===== src/rtl/mem_responder_pkg.sv =====
// Shared state type, default sizes and decoder target bit positions for mem_responder.
package mem_responder_pkg;

   localparam int N_SLAVES_DEFAULT = 11;
   localparam int DW_DEFAULT       = 32;

   // Chip-select bit positions as produced by the address decoder.
   localparam int SRAM_BIT       = 0;
   localparam int DRAM_BIT       = 1;
   localparam int FLASH_BIT      = 2;
   localparam int ENCODER_BIT    = 3;
   localparam int SERIAL0_BIT    = 4;
   localparam int SERIAL1_BIT    = 5;
   localparam int KBD_BIT        = 6;
   localparam int SWITCH_BIT     = 7;
   localparam int SERIAL2_BIT    = 8;
   localparam int LED_MATRIX_BIT = 9;
   localparam int MONITOR_BIT    = 10;

   typedef enum logic [1:0] {
      IDLE,
      WAIT,
      DONE,
      ERR
   } state_t;

endpackage


===== src/rtl/mem_watchdog.sv =====
// Wait-cycle counter for mem_responder; only built when MEM_RESPONDER_TIMEOUT_EN is defined.
module mem_watchdog #(
   parameter int unsigned TIMEOUT = 255
) (
   input  logic clk_i,
   input  logic rst_i,
   input  logic clear_i,
   input  logic enable_i,
   output logic expire_o
);

   logic [15:0] count_q, count_d;

   // Counting stops at expiry so the counter can never wrap while a cycle is held.
   always_comb begin
      count_d = count_q;
      if (clear_i) begin
         count_d = '0;
      end else if (enable_i && !expire_o) begin
         count_d = count_q + 16'd1;
      end
   end

   always_ff @(posedge clk_i) begin
      if (rst_i) begin
         count_q <= '0;
      end else begin
         count_q <= count_d;
      end
   end

   assign expire_o = enable_i && (count_q == 16'(TIMEOUT - 1));

endmodule


===== src/rtl/mem_responder.sv =====
// Bus responder: strobes the decoded target, returns its data or a one-cycle bus error.
// Define MEM_RESPONDER_TIMEOUT_EN to add the wait-cycle timeout watchdog.
module mem_responder
   import mem_responder_pkg::*;
#(
   parameter int N_SLAVES = N_SLAVES_DEFAULT,
   parameter int DW       = DW_DEFAULT,
   parameter int TIMEOUT  = 255
) (
   input  logic                   clk_i,
   input  logic                   rst_i,
   input  logic                   cyc_i,
   input  logic                   stb_i,
   input  logic                   we_i,
   input  logic [N_SLAVES-1:0]    sel_i,
   input  logic                   invalid_i,
   input  logic [N_SLAVES-1:0]    slave_ack_i,
   input  logic [N_SLAVES*DW-1:0] slave_dat_i,
   output logic [N_SLAVES-1:0]    slave_stb_o,
   output logic                   slave_we_o,
   output logic [DW-1:0]          dat_o,
   output logic                   ack_o,
   output logic                   err_o,
   output logic                   busy_o
);

   if (TIMEOUT < 1 || TIMEOUT > 65535) begin : g_bad_timeout
      $error("mem_responder: TIMEOUT must lie in 1..65535");
   end

   state_t              state_q, state_d;
   logic [N_SLAVES-1:0] sel_q, sel_d;
   logic                we_q, we_d;
   logic [DW-1:0]       dat_q, dat_d;
   logic [DW-1:0]       rd_data;
   logic                sel_onehot;
   logic                hit;
   logic                expire;

   assign sel_onehot = (sel_i != '0) && ((sel_i & (sel_i - N_SLAVES'(1))) == '0);
   assign hit        = |(slave_ack_i & sel_q);

   always_comb begin
      rd_data = '0;
      for (int k = 0; k < N_SLAVES; k++) begin
         if (sel_q[k]) begin
            rd_data = slave_dat_i[k*DW +: DW];
         end
      end
   end

`ifdef MEM_RESPONDER_TIMEOUT_EN
   mem_watchdog #(
      .TIMEOUT (TIMEOUT)
   ) u_watchdog (
      .clk_i    (clk_i),
      .rst_i    (rst_i),
      .clear_i  (state_q != WAIT),
      .enable_i (state_q == WAIT),
      .expire_o (expire)
   );
`else
   assign expire = 1'b0;
`endif

   // A dropped cycle abandons the wait silently; an ack beats a same-cycle expiry.
   always_comb begin
      state_d = state_q;
      sel_d   = sel_q;
      we_d    = we_q;
      dat_d   = dat_q;
      unique case (state_q)
         IDLE: begin
            if (cyc_i && stb_i) begin
               sel_d   = sel_i;
               we_d    = we_i;
               state_d = (invalid_i || !sel_onehot) ? ERR : WAIT;
            end
         end
         WAIT: begin
            if (!cyc_i) begin
               state_d = IDLE;
            end else if (hit) begin
               dat_d   = rd_data;
               state_d = DONE;
            end else if (expire) begin
               state_d = ERR;
            end
         end
         DONE:    state_d = IDLE;
         ERR:     state_d = IDLE;
         default: state_d = IDLE;
      endcase
   end

   always_ff @(posedge clk_i) begin
      if (rst_i) begin
         state_q <= IDLE;
         sel_q   <= '0;
         we_q    <= 1'b0;
         dat_q   <= '0;
      end else begin
         state_q <= state_d;
         sel_q   <= sel_d;
         we_q    <= we_d;
         dat_q   <= dat_d;
      end
   end

   assign slave_stb_o = (state_q == WAIT) ? sel_q : '0;
   assign slave_we_o  = we_q;
   assign dat_o       = dat_q;
   assign ack_o       = (state_q == DONE);
   assign err_o       = (state_q == ERR);
   assign busy_o      = (state_q != IDLE);

endmodule


===== config.mk =====
export PLATFORM = sky130hd
export DESIGN_NAME = mem_responder
export DESIGN_NICKNAME = d
export VERILOG_FILES = /design/src/rtl/mem_responder_pkg.sv /design/src/rtl/mem_watchdog.sv /design/src/rtl/mem_responder.sv
export SDC_FILE = /design/constraint.sdc
export NUM_CORES = 1
export LEC_CHECK = 0
export ABC_AREA = 1
export CAP_MARGIN = 20
export CORE_AREA = 2 2 165 167
export DETAILED_ROUTE_END_ITERATION = 8
export DIE_AREA = 0 0 167 169
export PLACE_DENSITY = 0.58
export SLEW_MARGIN = 20
export SYNTH_ARGS = -nofsm -noshare
export SYNTH_HDL_FRONTEND = slang
export SYNTH_SLANG_ARGS = --single-unit

===== constraint.sdc =====
create_clock -name clk_i -period 2.3 [get_ports clk_i]
set_input_delay 0.575 -clock clk_i [delete_from_list [all_inputs] [get_ports clk_i]]
set_output_delay 0.575 -clock clk_i [all_outputs]
set_load 0.02 [all_outputs]

==> summary.md <==
| Metric | Value |
|---|---|
| Outcome | `finished clean` |
| Final #Nets | `1827` |
| Register area share after synthesis | `15.5%` |
| CTS Buf Count | `5` |
| Hold Crit Class | `flop to flop` |
| Final period utilization | `95.9%` |
| Final setup fails | `0` |
| Slew @ Worst Pin | `0.730 ns` |
| Post-Syn Instances | `~1.1k` |
| WHS | `0.474 ns` |
| Vias in the first global route | `approximately 7.8k` |
| Die span in y | `169 µm` |
| Clk_lat worst skew | `about 0.3 ns` |
| Final Instance Area | `10600 µm²` |
| Layout cell share with drive strength beyond 1 | `12.0%` |
| Power per cell area | `roughly 370 nW/µm²` |
| Synth warn | `0` |
| CTS tree | `yes` |
| CTS Hold Bufs | `0` |
| Syn Area/Cell | `5.55 µm²` |
| # IOs | `~430` |
| Leak Pwr | `0.00444 µW` |
| # port buffers | `426` |
| Iteration-0 DRC Markers | `495` |
| H-tree depth | `2` |
| Setup crit end kind | `primary output` |
| Fillers | `2891` |
| Achievable Freq | `0.453 GHz` |
| Worst slew margin | `between 50 and 60%` |
| Vias per inst | `4.64` |
| Post-Synthesis Cell Area | `5940 µm²` |
| Grt ovf | `0` |
| Chip width | `167 µm` |
| P&R area growth vs syn | `78.4%` |
| Post-synth ARST share | `0%` |
| Via count | `8332` |
| Antenna violations before repair | `5` |
| Setup Fix Bufs, Post-CTS | `0` |
| Final Core Density | `40.0%` |
| Worst Setup Start Kind | `flop` |
| CTS Buffer Depth | `2` |
| Gpl congestion | `0.930` |
| Die footprint | `approximately 28000 µm²` |
| First-pass GRT wire length | `47.0 mm` |
| Clock-pin slew on the worst setup and hold paths | `about 0.070 ns` |
| Critical path class | `flop to primary output` |
| Final Non-Filler Cells | `1794` |
| Placed inst area | `10400 µm²` |
| Starting Density | `between 20 and 25%` |
| Dpl hpwl | `25.3 mm` |
| RSZ-0062 raised after global routing | `no` |
| WL per Instance | `18.0 µm` |
| Final hold vios | `0` |
| Max-cap violations | `0` |
| Top cells by area, synth | `nand2_1 17%, dfxtp_1 16%, nand3_1 14%, nor2_1 13%, a21oi_1 8.7%` |
| Flops & latches, synth | `46` |
| Tot GR Track Use | `21.4%` |
| Post-synth EDFFs | `0` |
| Placed Instances | `1781` |
| Worst-path maximum fanout | `5` |
| Post-synth top area share | `17.3%` |
| Clk sink count | `46` |
| Clock skew | `0.00742 ns` |
| Max-slew violation count | `0` |
| Min Tclk post-route | `2.21 ns` |
| # rows | `60` |
| Largest net degree at the start of global routing | `65` |
| First-pass detailed-route iteration total | `5` |
| Worst VDD drop | `0.000268 V` |
| Critical path data arrival time | `1.63 ns` |
| Post-synth top area cell | `nand2_1` |
| Residual DRC | `0` |
| Root buffer cell | `clkbuf_16` |
| Top FF cell, synth | `dfxtp_1` |
| Post-route ant nets | `0` |
| Core Area | `26500 µm²` |
| Routed WL | `32.2 mm` |
| Yosys cell types | `34` |
| Data required, critical path | `around 1.7 ns` |
| Net Count, Synth | `roughly 1.5k` |
logic make-up (layout without fill, tap and decap cells):
family | count (synthesis) | after routing | share of synthesized area [%]
compound gates | 153 | 153 | 16.3
buf+inv | 109 | 487 | 11.0
flops | 46 | 46 | 15.5
other cells | 0 | 5 | 0
simple gates | 762 | 762 | 57.2
where the power goes:
group          internal (µW)  switching (µW)  total [µW]
Combinational           1090            1180        2270
Clock                    408             358         766
Sequential               829            36.2         865
cells in the final DEF, fill, tap and decap left out, types with 2 or more instances in the layout:
cell type / n
a211oi_1: 11
a21oi_1: 103
a21oi_2: 33
a221oi_4: 2
buf_12: 8
buf_4: 24
clkbuf_16: 5
clkdlybuf4s50_1: 415
clkinv_1: 2
clkinvlp_4: 2
dfxtp_1: 44
dfxtp_2: 2
diode_2: 5
dlymetal6s2s_1: 9
inv_1: 14
inv_2: 2
inv_6: 2
nand2_1: 273
nand2_2: 34
nand3_1: 161
nand4_1: 2
nor2_1: 205
nor2_2: 19
or2_0: 23
or2_1: 6
or2_2: 35
repair_timing:
item / 4_1_cts / 5_1_grt
gates cloned: 0 / 0
setup endpoints to repair: 1 / 9
resized for setup: 1 / 9
final timing paths:
kind / start / end / slack, ns / cells after the start
worst min register to register: dat_o[12]$_SDFFE_PP0P_ / dat_o[12]$_SDFFE_PP0P_ / 0.47 / 2
worst max-delay path: state_q[0]$_SDFFE_PP0P_ / slave_stb_o[8] / 0.09 / 3
worst min-delay path: dat_o[12]$_SDFFE_PP0P_ / dat_o[12]$_SDFFE_PP0P_ / 0.47 / 2
worst max register to register: sel_q[4]$_SDFFE_PP0P_ / dat_o[20]$_SDFFE_PP0P_ / 0.31 / 12
area by class of cell:
cell class	count	area, µm²	area share (%)
antenna	5	12.5	0.118
clock buffer	5	125	1.18
clock inverter	3	23.8	0.224
inverter	21	93.8	0.886
multi-input combinational	915	4370	41.2
sequential	46	923	8.72
tap	341	427	4.03
timing repair buffer	458	4620	43.6
synth_stat cells, drive strengths merged, types with 2 or more instances:
library cell	count
a221oi	2
nand2	308
clkinv	2
nand3	162
a21oi	136
dfxtp	46
clkbuf	32
buf	56
a211oi	11
nand4	2
or2	64
inv	19
nor2	224
worst max-delay path, stage by stage, from the launching register on:
cell	delay [ns]
dfxtp_1	0.41
nand2_1	0.12
nor2_1	0.16
clkdlybuf4s50_1	0.65
registers in the layout, summed over array words and instances (netlist names):
| register | cells |
|---|---|
| dat_o | 32 |
| sel_q | 11 |
| state_q | 2 |
| slave_we_o | 1 |
metal layers:
layer / part of all wire [%] / global-route usage, %
met1: 44 / 28.6
met2: 47 / 35.1
met3: 6.8 / 3.97
met4: 2.5 / 6.71
met5: 0 / 0
metrics by stage:
stage / total power (µW) / TNS (ns) / setup slack, ns
finish: 3900 / 0 / 0.0936
global route: 4190 / 0 / 0.0214
CTS: 3930 / 0 / 0.0000889
detailed placement: 3150 / -0.107 / -0.107
global placement: 3150 / -0.0700 / -0.0700
floorplan: 2020 / 0 / 0.545
(Power assumes the default switching activity.)
